===== src/rtl/dv_test_end_pkg.sv =====
// Shared types and constants for the end-of-test controller.
package dv_test_end_pkg;

  typedef enum logic [1:0] {
    IDLE  = 2'd0,
    RUN   = 2'd1,
    DRAIN = 2'd2,
    DONE  = 2'd3
  } state_t;

  localparam logic [31:0] DEF_PASS_CODE = 32'hC001C0DE;
  localparam logic [31:0] DEF_FAIL_CODE = 32'hDEADBEEF;

  typedef logic [63:0] cyc_t;

  // FAIL_CODE is named explicitly, but any code other than PASS also fails.
  function automatic logic code_fails(input logic [31:0] code,
                                      input logic [31:0] pass_code,
                                      input logic [31:0] fail_code);
    return (code == fail_code) || (code != pass_code);
  endfunction

endpackage


===== src/rtl/dv_test_end_if.sv =====
// Per-requester report handshake: valid/ready plus a 32-bit status code.
interface dv_test_end_if #(
  parameter int unsigned NUM_REQ = 4
);
  logic [NUM_REQ-1:0]    rpt_valid;
  logic [NUM_REQ*32-1:0] rpt_code;
  logic [NUM_REQ-1:0]    rpt_ready;

  modport master (output rpt_valid, output rpt_code, input rpt_ready);
  modport slave  (input rpt_valid, input rpt_code, output rpt_ready);
endinterface


===== src/rtl/dv_rr_arb.sv =====
// Round-robin arbiter: one-hot grant to the lowest valid index at or after
// the pointer; the pointer moves past the winner when advance is high.
module dv_rr_arb #(
  parameter int unsigned NUM_REQ = 4
) (
  input  logic               clk,
  input  logic               rstn,
  input  logic [NUM_REQ-1:0] valid,
  input  logic               advance,
  output logic [NUM_REQ-1:0] grant
);

  localparam int unsigned PW = (NUM_REQ > 1) ? $clog2(NUM_REQ) : 1;

  logic [PW-1:0] ptr;
  logic [PW-1:0] gidx;
  logic [PW-1:0] idx;
  logic          found;

  // Rotating priority search starting at the pointer.
  always_comb begin
    grant = '0;
    gidx  = ptr;
    idx   = '0;
    found = 1'b0;
    for (int unsigned off = 0; off < NUM_REQ; off++) begin
      if (32'(ptr) + off >= NUM_REQ) idx = PW'(32'(ptr) + off - NUM_REQ);
      else                           idx = PW'(32'(ptr) + off);
      if (!found && valid[idx]) begin
        grant[idx] = 1'b1;
        gidx       = idx;
        found      = 1'b1;
      end
    end
  end

  // Pointer register: winner + 1 modulo NUM_REQ on acceptance.
  always_ff @(posedge clk or negedge rstn) begin
    if (!rstn) begin
      ptr <= '0;
    end else if (advance) begin
      ptr <= (gidx == PW'(NUM_REQ - 1)) ? '0 : gidx + 1'b1;
    end
  end

endmodule


===== src/rtl/dv_test_end_ctrl.sv =====
// End-of-test controller: arbitrates requester reports, tracks done/fail,
// runs a kickable watchdog, drains, then holds test_end/test_fail.
module dv_test_end_ctrl
  import dv_test_end_pkg::*;
#(
  parameter int unsigned NUM_REQ      = 4,
  parameter int unsigned TIMEOUT      = 0,
  parameter int unsigned DRAIN_CYCLES = 100,
  parameter bit          FAIL_FAST    = 1'b1,
  parameter logic [31:0] PASS_CODE    = DEF_PASS_CODE,
  parameter logic [31:0] FAIL_CODE    = DEF_FAIL_CODE
) (
  input  logic               clk,
  input  logic               rstn,
  input  logic               start,
  input  logic [NUM_REQ-1:0] req_en_mask,
  dv_test_end_if.slave       rpt,
  input  logic               heartbeat,
  output logic               test_end,
  output logic               test_fail,
  output logic               timed_out,
  output logic [NUM_REQ-1:0] done_vec,
  output logic [NUM_REQ-1:0] fail_vec,
  output cyc_t               end_cycle,
  output logic [1:0]         state
);

  localparam logic [31:0] DRAIN_LAST = (DRAIN_CYCLES == 0) ? 32'd0 : 32'(DRAIN_CYCLES - 1);

  state_t             st, st_nxt;
  cyc_t               cyc_cnt, end_nxt;
  logic [31:0]        wd_cnt, wd_nxt, drain_cnt, drain_nxt;
  logic [NUM_REQ-1:0] arb_valid, grant, done_nxt, fail_nxt;
  logic               acc, complete, expire, to_nxt, verdict, verdict_nxt;

  assign arb_valid     = (st == RUN) ? rpt.rpt_valid : '0;
  assign rpt.rpt_ready = grant;
  assign acc           = |grant;

  dv_rr_arb #(.NUM_REQ(NUM_REQ)) u_arb (
    .clk     (clk),
    .rstn    (rstn),
    .valid   (arb_valid),
    .advance (acc),
    .grant   (grant)
  );

  assign test_end  = (st == DONE);
  assign test_fail = test_end & verdict;
  assign state     = st;

  // Next-state, vector update, watchdog and drain counting.
  always_comb begin
    st_nxt      = st;
    done_nxt    = done_vec;
    fail_nxt    = fail_vec;
    wd_nxt      = wd_cnt;
    drain_nxt   = drain_cnt;
    to_nxt      = timed_out;
    verdict_nxt = verdict;
    end_nxt     = end_cycle;
    complete    = 1'b0;
    expire      = 1'b0;
    case (st)
      IDLE: begin
        if (start) begin
          st_nxt = RUN;
          wd_nxt = TIMEOUT;
        end
      end
      RUN: begin
        for (int unsigned i = 0; i < NUM_REQ; i++) begin
          if (grant[i] && req_en_mask[i]) begin
            done_nxt[i] = 1'b1;
            if (code_fails(rpt.rpt_code[32*i +: 32], PASS_CODE, FAIL_CODE))
              fail_nxt[i] = 1'b1;
          end
        end
        complete = ((|req_en_mask) && (&(done_nxt | ~req_en_mask)))
                 || (FAIL_FAST && (|fail_nxt));
        // A kick counts as this cycle's tick, so expiry lands TIMEOUT
        // cycles after the most recent kick (or after RUN entry).
        if (TIMEOUT != 0) begin
          wd_nxt = heartbeat ? 32'(TIMEOUT - 1) : wd_cnt - 32'd1;
          expire = (wd_nxt == 32'd0);
        end
        if (complete || expire) begin
          to_nxt      = expire && !complete;
          verdict_nxt = (|fail_nxt) || to_nxt;
          end_nxt     = cyc_cnt + 64'd1;
          drain_nxt   = '0;
          st_nxt      = (DRAIN_CYCLES == 0) ? DONE : DRAIN;
        end
      end
      DRAIN: begin
        if (drain_cnt == DRAIN_LAST) st_nxt = DONE;
        else                         drain_nxt = drain_cnt + 32'd1;
      end
      default: ;
    endcase
  end

  // FSM state register.
  always_ff @(posedge clk or negedge rstn) begin
    if (!rstn) st <= IDLE;
    else       st <= st_nxt;
  end

  // Datapath registers: counters, sticky vectors, verdict and snapshot.
  always_ff @(posedge clk or negedge rstn) begin
    if (!rstn) begin
      cyc_cnt   <= '0;
      wd_cnt    <= '0;
      drain_cnt <= '0;
      done_vec  <= '0;
      fail_vec  <= '0;
      timed_out <= 1'b0;
      verdict   <= 1'b0;
      end_cycle <= '0;
    end else begin
      cyc_cnt   <= cyc_cnt + 64'd1;
      wd_cnt    <= wd_nxt;
      drain_cnt <= drain_nxt;
      done_vec  <= done_nxt;
      fail_vec  <= fail_nxt;
      timed_out <= to_nxt;
      verdict   <= verdict_nxt;
      end_cycle <= end_nxt;
    end
  end

endmodule

===== src/flat_wrapper.sv =====
// flat-port wrapper written by rule: the top's interface ports become plain ports
module dv_test_end_ctrl_flat import dv_test_end_pkg::*;
#(
  parameter int unsigned NUM_REQ      = 4,
  parameter int unsigned TIMEOUT      = 0,
  parameter int unsigned DRAIN_CYCLES = 100,
  parameter bit          FAIL_FAST    = 1'b1,
  parameter logic [31:0] PASS_CODE    = DEF_PASS_CODE,
  parameter logic [31:0] FAIL_CODE    = DEF_FAIL_CODE
)
  (clk, rstn, start, req_en_mask, heartbeat, test_end, test_fail, timed_out, done_vec, fail_vec, end_cycle, state, rpt_rpt_valid, rpt_rpt_code, rpt_rpt_ready);
  dv_test_end_if #(.NUM_REQ(NUM_REQ)) rpt_i ();
  input  logic clk;
  input  logic rstn;
  input  logic start;
  input  logic [NUM_REQ-1:0] req_en_mask;
  input  logic heartbeat;
  output logic test_end;
  output logic test_fail;
  output logic timed_out;
  output logic [NUM_REQ-1:0] done_vec;
  output logic [NUM_REQ-1:0] fail_vec;
  output cyc_t end_cycle;
  output logic [1:0] state;
  input wire logic [$bits(rpt_i.rpt_valid)-1:0] rpt_rpt_valid;
  input wire logic [$bits(rpt_i.rpt_code)-1:0] rpt_rpt_code;
  output wire logic [$bits(rpt_i.rpt_ready)-1:0] rpt_rpt_ready;
  assign rpt_i.rpt_valid = rpt_rpt_valid;
  assign rpt_i.rpt_code = rpt_rpt_code;
  assign rpt_rpt_ready = rpt_i.rpt_ready;
  dv_test_end_ctrl #(.NUM_REQ(NUM_REQ), .TIMEOUT(TIMEOUT), .DRAIN_CYCLES(DRAIN_CYCLES), .FAIL_FAST(FAIL_FAST), .PASS_CODE(PASS_CODE), .FAIL_CODE(FAIL_CODE)) u_core (.clk(clk), .rstn(rstn), .start(start), .req_en_mask(req_en_mask), .rpt(rpt_i), .heartbeat(heartbeat), .test_end(test_end), .test_fail(test_fail), .timed_out(timed_out), .done_vec(done_vec), .fail_vec(fail_vec), .end_cycle(end_cycle), .state(state));
endmodule

===== config.mk =====
export PLATFORM = sky130hd
export DESIGN_NAME = dv_test_end_ctrl_flat
export DESIGN_NICKNAME = d
export VERILOG_FILES = /design/src/rtl/dv_test_end_pkg.sv /design/src/rtl/dv_test_end_if.sv /design/src/rtl/dv_rr_arb.sv /design/src/rtl/dv_test_end_ctrl.sv /design/src/flat_wrapper.sv
export SDC_FILE = /design/constraint.sdc
export NUM_CORES = 1
export LEC_CHECK = 0
export CORE_ASPECT_RATIO = 1.1
export CORE_MARGIN = 2
export CORE_UTILIZATION = 45
export DETAILED_ROUTE_END_ITERATION = 6
export DONT_BUFFER_PORTS = 1
export GPL_TIMING_DRIVEN = 0
export PLACE_DENSITY = 0.63
export SETUP_SLACK_MARGIN = 0.2
export SLEW_MARGIN = 20
export SYNTH_ARGS = -nofsm -noshare
export SYNTH_HDL_FRONTEND = slang
export SYNTH_HIERARCHICAL = 1
export SYNTH_SLANG_ARGS = --single-unit

===== constraint.sdc =====
create_clock -name clk -period 5.4 [get_ports clk]
set_clock_uncertainty 0.15 [all_clocks]
set_input_delay 0.81 -clock clk [delete_from_list [all_inputs] [get_ports clk]]
set_output_delay 0.81 -clock clk [all_outputs]
set_load 0.05 [all_outputs]

==> load_flow_metrics.sql <==
INSERT INTO impl_metrics (metric_group, metric, value, unit) VALUES
('finish', 'most_common_library_cell_in_the_layout_ignoring_fill_and_taps', 'dfrtp_1', ''),
('synthesis', 'synth.avg_cell_area', '11.2', 'sq um'),
('finish', 'final_cells', '1038', ''),
('route', 'viasPerCell', '5.88', ''),
('worst_setup_path', 'slowest_stage', 'dfrtp_2', ''),
('synthesis', 'synth-main-ff-cell', 'dfrtp_1', ''),
('worst_setup_path', 'critical_path.top_delay_family', 'simple AND/OR/NAND/NOR gates', ''),
('finish', 'sequential_cell_area', '0.00433', 'sq mm'),
('floorplan', 'std_cell_rows', '52', ''),
('outcome', 'outcome', 'finished clean', ''),
('clocking', 'cts.sinks', '173', ''),
('placed_design', 'dp.cells', '1005', ''),
('worst_setup_path', 'setup.worst_path.start_class', 'flop', ''),
('route', 'drtAntennaViolNets', '0', ''),
('clocking', 'clk_transition_reported_paths', '0.07', 'ns'),
('worst_setup_path', 'critical_path.max_fanout', '10', ''),
('route', 'dr_total_vias', '6100', ''),
('worst_setup_path', 'cpPeakStageDelay', '0.56', 'ns'),
('finish', 'stdcell_area', '0.00952', 'sq mm'),
('sta', 'period_minus_slack', '4.85', 'ns'),
('clocking', 'clk-insertion-delay-late', '0.42', 'ns'),
('sta', 'pins_over_their_slew_limit', '0', ''),
('sta', 'maxClockFrequency', '206', 'MHz'),
('route', 'wl_per_cell', '19.1', 'um'),
('route', 'post-route-drc-count', '0', ''),
('worst_setup_path', 'worstPathCellList', 'inv_1 -> ha_1 -> clkbuf_2 -> and2_1 -> mux2_2 -> or3_1 -> a211oi_4 -> a22oi_1 -> o21ai_4 -> nor3b_1 -> nor3_1 -> nand2_1 -> nand3_2 -> nor2_1 -> buf_4 -> or4_1 -> a21oi_1', ''),
('sta', 'max-slew-margin-rel', '0.404', ''),
('worst_setup_path', 'critical_path_required', '5.60', 'ns'),
('route', 'detail_route.wirelength', '19800', 'um'),
('finish', 'insertedDiodeCount', '0', ''),
('min_path', 'holdCritPathClass', 'in -> async', ''),
('sta', 'fin_setup_tns', '0', 'ns'),
('floorplan', 'floorplan.die_area', '0.0201', 'sq mm'),
('global_routing', 'grt_start_max_net_pins', '174', ''),
('floorplan', 'start_util', '0.462', ''),
('finish', 'nets', '933', ''),
('clocking', 'cts_max_level', '4', ''),
('sta', 'worst-slew-pin-transition', '0.893', 'ns'),
('global_routing', 'grt_first_pass_wirelength', '32000', 'um'),
('worst_setup_path', 'worst-setup-path-type', 'reg -> reg', ''),
('placed_design', 'routabilityCongestion', '0.856', ''),
('worst_setup_path', 'cp_data_arrival_time', '5.05', 'ns'),
('global_routing', 'globalRouteOverflowTotal', '0', ''),
('synthesis', 'synth-warning-count', '6', ''),
('flow_run', 'max_cap_violations', '0', ''),
('placed_design', 'post-dp-hpwl', '14700', 'um'),
('route', 'drt_first_iter_violations', '261', ''),
('floorplan', 'design.core.area', '0.0185', 'sq mm'),
('synthesis', 'synth-async-reset-ratio', '1.00', ''),
('synthesis', 'post_synth_inst_count', '760', ''),
('power_and_ir_drop', 'power-per-cell-area', '435', 'mW/mm^2'),
('floorplan', 'num_io_pins', '221', ''),
('finish', 'multi_input_area', '0.00403', 'sq mm'),
('sta', 'finalHoldViolations', '0', ''),
('finish', 'layout.filler_cells', '1629', ''),
('route', 'drt_pass1_iterations', '6', ''),
('finish', 'layout_common_cells', 'dfrtp_1 (171), mux2_2 (57), nand2_1 (55), xnor2_1 (45), nor2_1 (40)', ''),
('placed_design', 'placed_cell_area', '0.00885', 'sq mm'),
('clocking', 'clk_path_buf_depth', '2', ''),
('finish', 'layout.core_utilization', '0.515', ''),
('sta', 'grt_setup_unrepaired', 'no', ''),
('sta', 'final.setup.worst_slack', '0.552', 'ns'),
('global_routing', 'first_global_vias', '6349', ''),
('clocking', 'clock_tree_from_tritoncts', 'yes', ''),
('synthesis', 'synth_nets', '911', ''),
('floorplan', 'chipWidth', '135', 'um'),
('synthesis', 'ys_seq_area_frac', '0.507', ''),
('placed_design', 'dp_slack', '-0.313', 'ns'),
('worst_setup_path', 'timing.critical_path.buf_inv', '3', ''),
('finish', 'syn2layout_area_growth', '11.6', '%'),
('clocking', 'cts-buffers-inserted', '17', '');
-- synthesized netlist by cell type (all sizes together) (13+ instances only) --
library cell,n,area share
and3,17,0.012
buf,14,0.013
nor2,40,0.018
inv,22,0.0097
mux2,67,0.088
dfrtp,173,0.51
xor2,21,0.022
nand3,32,0.019
o21ai,29,0.018
nand2,55,0.024
xnor2,45,0.046
a21oi,19,0.011
or3,13,0.0097
nor4,27,0.020
nor3,20,0.012
nand4,32,0.024
-- logic make-up after synthesis --
logic type | synth area share
and+or+nand+nor | 0.202
DFF | 0.507
AOI/OAI and AO/OA | 0.0701
muxes | 0.110
xor gates and xnor gates | 0.0677
buffers and inverters | 0.0264
adders and majority gates | 0.0161
other | 0.000439
-- layout make-up --
cell class,instances,area share
clock inverters,12,0.0133
flip-flops and latches,173,0.455
repair buffers,3,0.00407
plain buffers,22,0.0158
clock buffers,20,0.0480
well taps,243,0.0319
multi-input cells,543,0.424
inverters,22,0.00867
-- flip-flops by register name, summed over array words and instances, names as in the netlist --
signal and cells:
u_core/end_cycle 64, u_core/fail_vec 4, u_core/done_vec 4, u_core/cyc_cnt 64, u_core/drain_cnt 32, u_core/state 2, u_core/u_arb/ptr 2, u_core/verdict 1
-- through the flow --
stage | power [mW] | hold WS (ns)
floorplan | 2.62 | 0.283
global placement | 2.84 | 0.296
detailed placement | 2.90 | 0.314
CTS | 4.15 | 0.322
global route | 4.36 | 0.323
finish | 4.15 | 0.235
-- where the power goes --
part / internal (mW) / switching [mW]
logic: 0.481 / 0.796
clock network: 0.674 / 0.535
registers: 1.37 / 0.290
-- per-layer routing --
metal | track usage | share of wire | routed length, um | vias up
met1 | 0.249 | 0.42 | 8410 | 3090
met2 | 0.342 | 0.50 | 9990 | 156
met4 | 0.0594 | 0.012 | 233 | 2
met5 | 0 | 0.00066 | 13 | -
li1 | - | - | - | 2834
met3 | 0.0613 | 0.059 | 1170 | 18
-- worst paths after layout --
kind | startpoint | to | slack, ns | cells past startpoint
hold reg to reg | u_core/cyc_cnt[63] | u_core/cyc_cnt[63] | 0.32 | 1
setup / recovery | u_core/state[1] | u_core/drain_cnt[28] | 0.55 | 17
max in group asynchronous | rstn | u_core/state[1] | 4.09 | 1
min in group clk | u_core/cyc_cnt[63] | u_core/cyc_cnt[63] | 0.32 | 1
hold / removal | rstn | u_core/cyc_cnt[15] | 0.23 | 1
setup reg to reg | u_core/state[1] | u_core/drain_cnt[28] | 0.55 | 17
-- timing repair --
| item | in CTS | in global routing |
|---|---|---|
| setup buffers | 0 | 0 |
| hold buffers | 1 | 0 |
| cloned | 0 | 0 |
| pin swaps | 0 | 1 |
| hold endpoints to repair | 173 | 0 |
| endpoints found under the setup margin | 97 | 79 |
| gates resized for setup | 7 | 8 |
No activity file was read; power rests on OpenSTA's default activity.
